$ cat src/rtl/wb_stage.sv
// Writeback stage: tracks outstanding dmem accesses, aligns loads, drives regfile write and RVFI commit.
// Latency: regfile/RVFI outputs are combinational from in_*; load data is registered from the response cycle.
// Backpressure: mem_stall is raised while an access is outstanding and its response has not yet arrived.
module wb_stage #(
    parameter int ORDER_W = 64
) (
    input  logic               clk,
    input  logic               rst,
    input  logic               dmem_req,
    input  logic               dmem_resp,
    input  logic [31:0]        dmem_rdata,
    output logic               mem_stall,
    input  logic               in_valid,
    input  logic [4:0]         in_rd_addr,
    input  logic [31:0]        in_func_out,
    input  logic               in_mem_read,
    input  logic [2:0]         in_mem_funct3,
    input  logic               in_regf_we,
    input  logic [31:0]        in_pc,
    output logic               regf_we,
    output logic [4:0]         regf_waddr,
    output logic [31:0]        regf_wdata,
    output logic               rvfi_valid,
    output logic [ORDER_W-1:0] rvfi_order,
    output logic [4:0]         rvfi_rd_addr,
    output logic [31:0]        rvfi_rd_wdata,
    output logic [31:0]        rvfi_mem_rdata
);

    typedef enum logic {
        IDLE = 1'b0,
        WAIT = 1'b1
    } state_t;

    state_t             state_q;
    state_t             state_d;
    logic [31:0]        rdata_q;
    logic [ORDER_W-1:0] order_q;
    logic               resp_accept;
    logic [1:0]         off;
    logic [7:0]         ld_byte;
    logic [15:0]        ld_half;
    logic [31:0]        ld_data;
    logic               unused_pc;

    // PC is carried for RVFI completeness but not reported by this stage.
    assign unused_pc = ^in_pc;

    always_ff @(posedge clk) begin
        if (rst) begin
            state_q <= IDLE;
        end else begin
            state_q <= state_d;
        end
    end

    // A response is only meaningful in WAIT; in IDLE it is spurious and ignored.
    always_comb begin
        state_d     = state_q;
        mem_stall   = 1'b0;
        resp_accept = 1'b0;
        case (state_q)
            IDLE: begin
                if (dmem_req) begin
                    state_d = WAIT;
                end
            end
            WAIT: begin
                mem_stall = !dmem_resp;
                if (dmem_resp) begin
                    resp_accept = 1'b1;
                    state_d     = dmem_req ? WAIT : IDLE;
                end
            end
            default: state_d = IDLE;
        endcase
    end

    always_ff @(posedge clk) begin
        if (rst) begin
            rdata_q <= '0;
        end else if (resp_accept) begin
            rdata_q <= dmem_rdata;
        end
    end

    assign off     = in_func_out[1:0];
    assign ld_byte = rdata_q[{off, 3'b000} +: 8];
    assign ld_half = off[1] ? rdata_q[31:16] : rdata_q[15:0];

    always_comb begin
        ld_data = '0;
        case (in_mem_funct3)
            3'b000:  ld_data = {{24{ld_byte[7]}}, ld_byte};
            3'b001:  ld_data = {{16{ld_half[15]}}, ld_half};
            3'b010:  ld_data = rdata_q;
            3'b100:  ld_data = {24'h0, ld_byte};
            3'b101:  ld_data = {16'h0, ld_half};
            default: ld_data = '0;
        endcase
    end

    assign regf_we    = in_valid && in_regf_we && (in_rd_addr != 5'd0);
    assign regf_waddr = in_rd_addr;
    assign regf_wdata = in_mem_read ? ld_data : in_func_out;

    assign rvfi_valid = in_valid && !mem_stall;

    always_ff @(posedge clk) begin
        if (rst) begin
            order_q <= '0;
        end else if (rvfi_valid) begin
            order_q <= order_q + ORDER_W'(1);
        end
    end

    assign rvfi_order     = order_q;
    assign rvfi_rd_addr   = regf_we ? in_rd_addr : 5'd0;
    assign rvfi_rd_wdata  = regf_we ? regf_wdata : 32'd0;
    assign rvfi_mem_rdata = rdata_q;

endmodule

$ cat config.mk
export PLATFORM = sky130hd
export DESIGN_NAME = wb_stage
export DESIGN_NICKNAME = d
export VERILOG_FILES = /design/src/rtl/wb_stage.sv
export SDC_FILE = /design/constraint.sdc
export NUM_CORES = 1
export LEC_CHECK = 0
export ABC_CLOCK_PERIOD_IN_PS = 2600
export BUFFER_PORTS_ARGS = -buffer_cell sky130_fd_sc_hd__buf_4
export CAP_MARGIN = 10
export CORE_MARGIN = 3
export CORE_UTILIZATION = 46
export DETAILED_ROUTE_END_ITERATION = 16
export PLACE_DENSITY = 0.9
export SKIP_CTS_REPAIR_TIMING = 1
export SLEW_MARGIN = 10
export SYNTH_ARGS = -nofsm -noshare
export SYNTH_HDL_FRONTEND = slang
export SYNTH_SLANG_ARGS = --single-unit
$ cat constraint.sdc
create_clock -name clk -period 2.6 [get_ports clk]
set_clock_uncertainty 0.15 [all_clocks]
set_input_delay 0.39 -clock clk [delete_from_list [all_inputs] [get_ports clk]]
set_output_delay 0.39 -clock clk [all_outputs]
set_load 0.005 [all_outputs]
-- Word level (Yosys, flattened, before mapping)
Index checks and enable logic that the tools add are counted.
- register bits: 97
- input port bits: 111
- output and inout port bits: 173
- add/subtract/negate cells: 1
- equality and inequality tests: 4
- shift operators: 1
- mux-type cells: 11
- bitwise operators: 1
- reductions and logical operators: 7
- operators with widths (kind ; count):
    $pmux W32 S5 ; 1
    $add A64 B1 Y64 const B ; 1
    $mux W32 ; 2
    $shiftx A32 B6 Y8 ; 1
    $mux W16 ; 1
    $eq A3 B3 Y1 const B ; 2
    $mux W1 ; 5
    $mux W5 ; 1
    $reduce_bool A5 Y1 ; 1
    $eq A3 B1 Y1 const B ; 1
    $eq A3 B2 Y1 const B ; 1
    $logic_and A1 B1 Y1 ; 3
    $logic_not A3 Y1 ; 1
    $logic_not A1 Y1 ; 2
    $pmux W1 S2 ; 1
    $not A1 Y1 ; 1

-- Longest topological paths before layout
- depth after elaboration: 4
- mapped depth: 8

-- Least setup slack after synthesis
Ideal clock, no wire load.
- kind: input -> output
- from: input port in_func_out[0]
- to: output port rvfi_rd_wdata[21]
- arrival time: 1.798 ns
- path slack: 0.262 ns
- stages: 7
- path buffers: 2
- path through: mux4_2 > a22o_1 > clkbuf_1 > buf_2 > a21oi_1 > o2bb2ai_1 > and2_1
- longest elaborated chain between the ends: 4
- ends and longest elaborated chain (what ; line ; RTL):
    from (decl) ; 15 ; input logic [31:0] in_func_out,
    $shiftx A32 B6 Y8 ; 88 ; assign ld_byte = rdata_q[{off, 3'b000} +: 8];
    $pmux W32 S5 ; 93 ; case (in_mem_funct3)
    $mux W32 ; 105 ; assign regf_wdata = in_mem_read ? ld_data : in_func_out;
    named net regf_wdata[21] ; 22 ; output logic [31:0] regf_wdata,
    $mux W32 ; 119 ; assign rvfi_rd_wdata = regf_we ? regf_wdata : 32'd0;
    to (decl) ; 26 ; output logic [31:0] rvfi_rd_wdata,
The timed path passes the listed nets, and every way through them passes these cells.

-- Worst setup path after layout
- from: register rdata_q[31], in the netlist rvfi_mem_rdata[31]
- to: output port rvfi_rd_wdata[19]
- longest elaborated chain between the ends: 4
- elaborated cells between the ends (all ways): 5
- classes of those cells: shift: 1; mux: 4
- ends and longest elaborated chain (what ; line ; RTL):
    from (decl) ; 37 ; logic [31:0] rdata_q;
    from (signal assigned) ; 83 ; rdata_q <= dmem_rdata;
    $shiftx A32 B6 Y8 / $mux W16 (equally long branches) ; 88, 89 ;
    $pmux W32 S5 * ; 93 ;
    $mux W32 * ; 105 ;
    $mux W32 * ; 119 ;
Mark *: on every way between the ends. The rest lies on a longest branch, timed or not.

==> key figures <==
Worst hold path
  • Kind of path behind the tightest hold check: in2reg

Final layout
  • Finished Cell Area: between 8000 and 9000 µm²
  • Layout overhead on the synthesized area: 51.3%
  • Share of layout cells above drive strength 1: between 30% and 40%
  • Commonest cells after routing, fill and taps aside: sky130_fd_sc_hd__buf_4, sky130_fd_sc_hd__nand2_1, sky130_fd_sc_hd__dfxtp_1
  • # diodes: 0
  • Total Nets Final: ~1.0k
  • Most common cell after layout, fill and taps aside: sky130_fd_sc_hd__buf_4

Synthesis
  • Dominant cells by area after synthesis: sky130_fd_sc_hd__dfxtp_1, sky130_fd_sc_hd__a21oi_1, sky130_fd_sc_hd__nand2_1
  • Top-area cell type share of the netlist area: 36.3%
  • Proportion of synthesized flip-flops having asynchronous set or reset: 0%
  • Share of the yosys chip area belonging to registers: between 30% and 40%
  • Post-synth top area cell: sky130_fd_sc_hd__dfxtp_1
  • Netlist Area Pre-Place: between 5000 and 6000 µm²
  • Net Count, Synth: 804
  • Most used flip-flop cell after synthesis: sky130_fd_sc_hd__dfxtp_1
  • Synthesized area per cell: just under 8 µm²
  • Number of synthesized flops with an enable pin: 0
  • Synthesis Warnings: 0
  • Synth cell types: 53
  • Synthesized instance count: 692
  • Flop and latch count out of synthesis: 97

CTS
  • Insertion delay to the later sink of the worst-skew pair: roughly 330 ps
  • Buffers from clock root to sink, at most: 2
  • Clock transition at path regs: 70 ps
  • Clock tree from TritonCTS: yes
  • CTS H-Tree Depth: 3
  • Number of buffers created by CTS: 9
  • Clock Sinks: 97
  • Clk Tree Root Cell: sky130_fd_sc_hd__clkbuf_16

Power
  • Proportion of power drawn by combinational gates: 15.8%
  • Sequential share of power: a little under half
  • Design internal power: 2.44 mW
  • Total net switching power: about 860 µW
  • Switching power as a share of total power: a little over a quarter
  • Standby leakage power: 3.28 nW
  • Max rail drop VDD: ~0.26 mV
  • Pwr Density: 408 nW/µm²
  • Clock share of power: a little under two fifths
  • Overall power: around 3.3 mW

Timing
  • Setup repair after global routing missed its margin: yes
  • Peak clock frequency supported by timing: around 0.35 GHz
  • Number of pins with negative max-slew slack in the final report: 0
  • Slew margin rel.: a little over two fifths
  • Final Setup Violations: 33
  • Final setup slack of the worst path: -287 ps
  • Minimum period implied by the final worst setup slack: 2890 ps
  • Final sum of negative setup slack: -3510 ps
  • Transition time at the pin with the least slew margin: 870 ps
  • Final-layout worst hold slack: 113 ps
  • Fin crit share: 111%
  • Count of final hold-check violations: 0

Routing
  • Routed WL per cell: 20.3 µm
  • Antenna viol nets, final: 0
  • Via count: roughly 6.5k
  • Routed length on met1: approximately 8100 µm
  • Remaining routing DRC violations: 0
  • Detailed-router iteration count before antenna repair: 6
  • Routed wl met2: 10800 µm
  • Detailed-routed wire length on met3: approximately 2100 µm
  • Total routed wirelength: 21900 µm
  • DR top layer: met4
  • First-iteration detailed-routing DRC count: ~640
  • Via density per instance: ~6

Setup path
  • Crit-path slowest cell: sky130_fd_sc_hd__mux4_2
  • Ordered cell list for the critical path: mux4_2 > a22o_4 > a21oi_2 > o2bb2ai_2 > and2_4 > buf_6
  • Required time at the worst-slack endpoint: slightly above 2000 ps
  • Peak per-stage delay on the critical path: just under 600 ps
  • Critical Path Fanout Max: 8
  • Crit Path Class: reg2out
  • Worst endpoint data arrival time: around 2400 ps
  • Crit end category: output pin
  • Crit start category: flop

Placement
  • Minimum setup slack after placement: -79.1 ps
  • Final weighted congestion of routability-driven global placement: a little over 1
  • Final HPWL DP: roughly 15000 µm
  • Placed cell areas: approximately 7500 µm²
  • Port Buffers: around 250

Die
  • Total I/O pin count: between 200 and 300
  • Initial cell density of the core: 48.2%
  • Area of the die: between 10000 and 15000 µm²
  • Standard-cell rows: 38
  • Core Area: roughly 11000 µm²
  • Die Y-Extent: roughly 110 µm
  • DIE WIDTH: approximately 110 µm

GRT
  • Pin count of the biggest net entering global routing: 50
  • Antenna violations before repair: 0
  • Total gr overflow: 0
  • Tot GR Track Use: between 20% and 30%
  • First-pass GRT wire length: slightly above 30000 µm
  • Number of global-route vias before repair: between 5k and 6k

Outcome
  • Violations in the final reports: negative setup slack
  • Run status: finished, violations left

Flow run
  • Max-cap violation count: 0
[flip-flops by register name, summed over array words and instances (netlist names)]
name / count
rvfi_order: 64
rvfi_mem_rdata: 32
state_q: 1
[worst paths after layout]
path | start | endpoint | slack [ps] | depth (start not counted)
hold / removal | dmem_req | state_q | 110 | 3
setup reg to reg | rvfi_order[25] | rvfi_order[35] | 160 | 5
hold reg to reg | rvfi_mem_rdata[4] | rvfi_mem_rdata[4] | 330 | 2
setup / recovery | rvfi_mem_rdata[31] | rvfi_rd_wdata[19] | -290 | 6
[metal layers]
metal,vias up,track usage (%)
li1,3011,-
met1,3053,34.5
met2,379,50.3
met3,71,7.06
met4,0,12.2
met5,-,0
[power by group through the flow]
stage	Combinational (mW)	Clock, mW	Sequential (mW)
after floorplan	0.181	0	1.56
after global placement	0.454	0	1.57
after detailed placement	0.458	0	1.57
after CTS	0.460	1.25	1.54
after global routing	0.551	1.32	1.55
final	0.522	1.24	1.54
[through the flow]
stage / util (%) / std cells
final: 73.0 / 1081
after global routing: 73.0 / 1081
after CTS: 69.8 / 1077
after detailed placement: 67.4 / 1062
after global placement: 67.4 / 1062
after floorplan: - / 692
[cell usage after synthesis (2+ instances only)]
master / number
sky130_fd_sc_hd__nor2_1: 33
sky130_fd_sc_hd__buf_4: 5
sky130_fd_sc_hd__o2bb2ai_1: 26
sky130_fd_sc_hd__nor3_4: 2
sky130_fd_sc_hd__nor4_1: 2
sky130_fd_sc_hd__o21ai_0: 16
sky130_fd_sc_hd__nand4_2: 2
sky130_fd_sc_hd__and4_1: 4
sky130_fd_sc_hd__o221ai_1: 5
sky130_fd_sc_hd__a31oi_1: 2
sky130_fd_sc_hd__mux2_2: 2
sky130_fd_sc_hd__nand2_1: 120
sky130_fd_sc_hd__nand2b_1: 3
sky130_fd_sc_hd__mux2i_1: 8
sky130_fd_sc_hd__nor3_1: 3
sky130_fd_sc_hd__o31ai_1: 26
sky130_fd_sc_hd__a21oi_1: 95
sky130_fd_sc_hd__dfxtp_1: 97
sky130_fd_sc_hd__and2_1: 37
sky130_fd_sc_hd__inv_1: 13
sky130_fd_sc_hd__nor2b_1: 4
sky130_fd_sc_hd__or3_1: 15
sky130_fd_sc_hd__xnor2_1: 4
sky130_fd_sc_hd__nand3_1: 24
sky130_fd_sc_hd__buf_2: 4
sky130_fd_sc_hd__or4_1: 28
sky130_fd_sc_hd__clkbuf_1: 42
sky130_fd_sc_hd__nand4_1: 17
sky130_fd_sc_hd__a221oi_1: 7
sky130_fd_sc_hd__and3_1: 6
sky130_fd_sc_hd__xor2_1: 18
[final cells by class]
| type | count | area (µm²) |
|---|---|---|
| Clock inverter | 5 | 32.5 |
| Fill cell | 838 | 2990 |
| Clock buffer | 10 | 239 |
| Timing Repair Buffer | 285 | 2220 |
| Sequential cell | 97 | 1950 |
| Inverter | 13 | 48.8 |
| Multi-Input combinational cell | 531 | 3430 |
| Tap cell | 140 | 175 |
[cells by family after synthesis]
logic type / count (synthesis) / share of synthesized area [%]
AOI/OAI and AO/OA: 185 / 21.7
xor gates and xnor gates: 22 / 3.60
adders and majority gates: 1 / 0.234
buffers and inverters: 66 / 5.10
DFF: 97 / 36.3
muxes: 11 / 2.34
and+or+nand+nor: 310 / 30.7
[worst max-delay path: cells and delay by family, from the launching register on]
kind,cells,cell delay [ps]
muxes,1,580
buffers and inverters,1,110
and+or+nand+nor,1,180
AOI/OAI and AO/OA,3,780
DFF,1,360
Note: power is estimated with default switching activity, not from simulation.
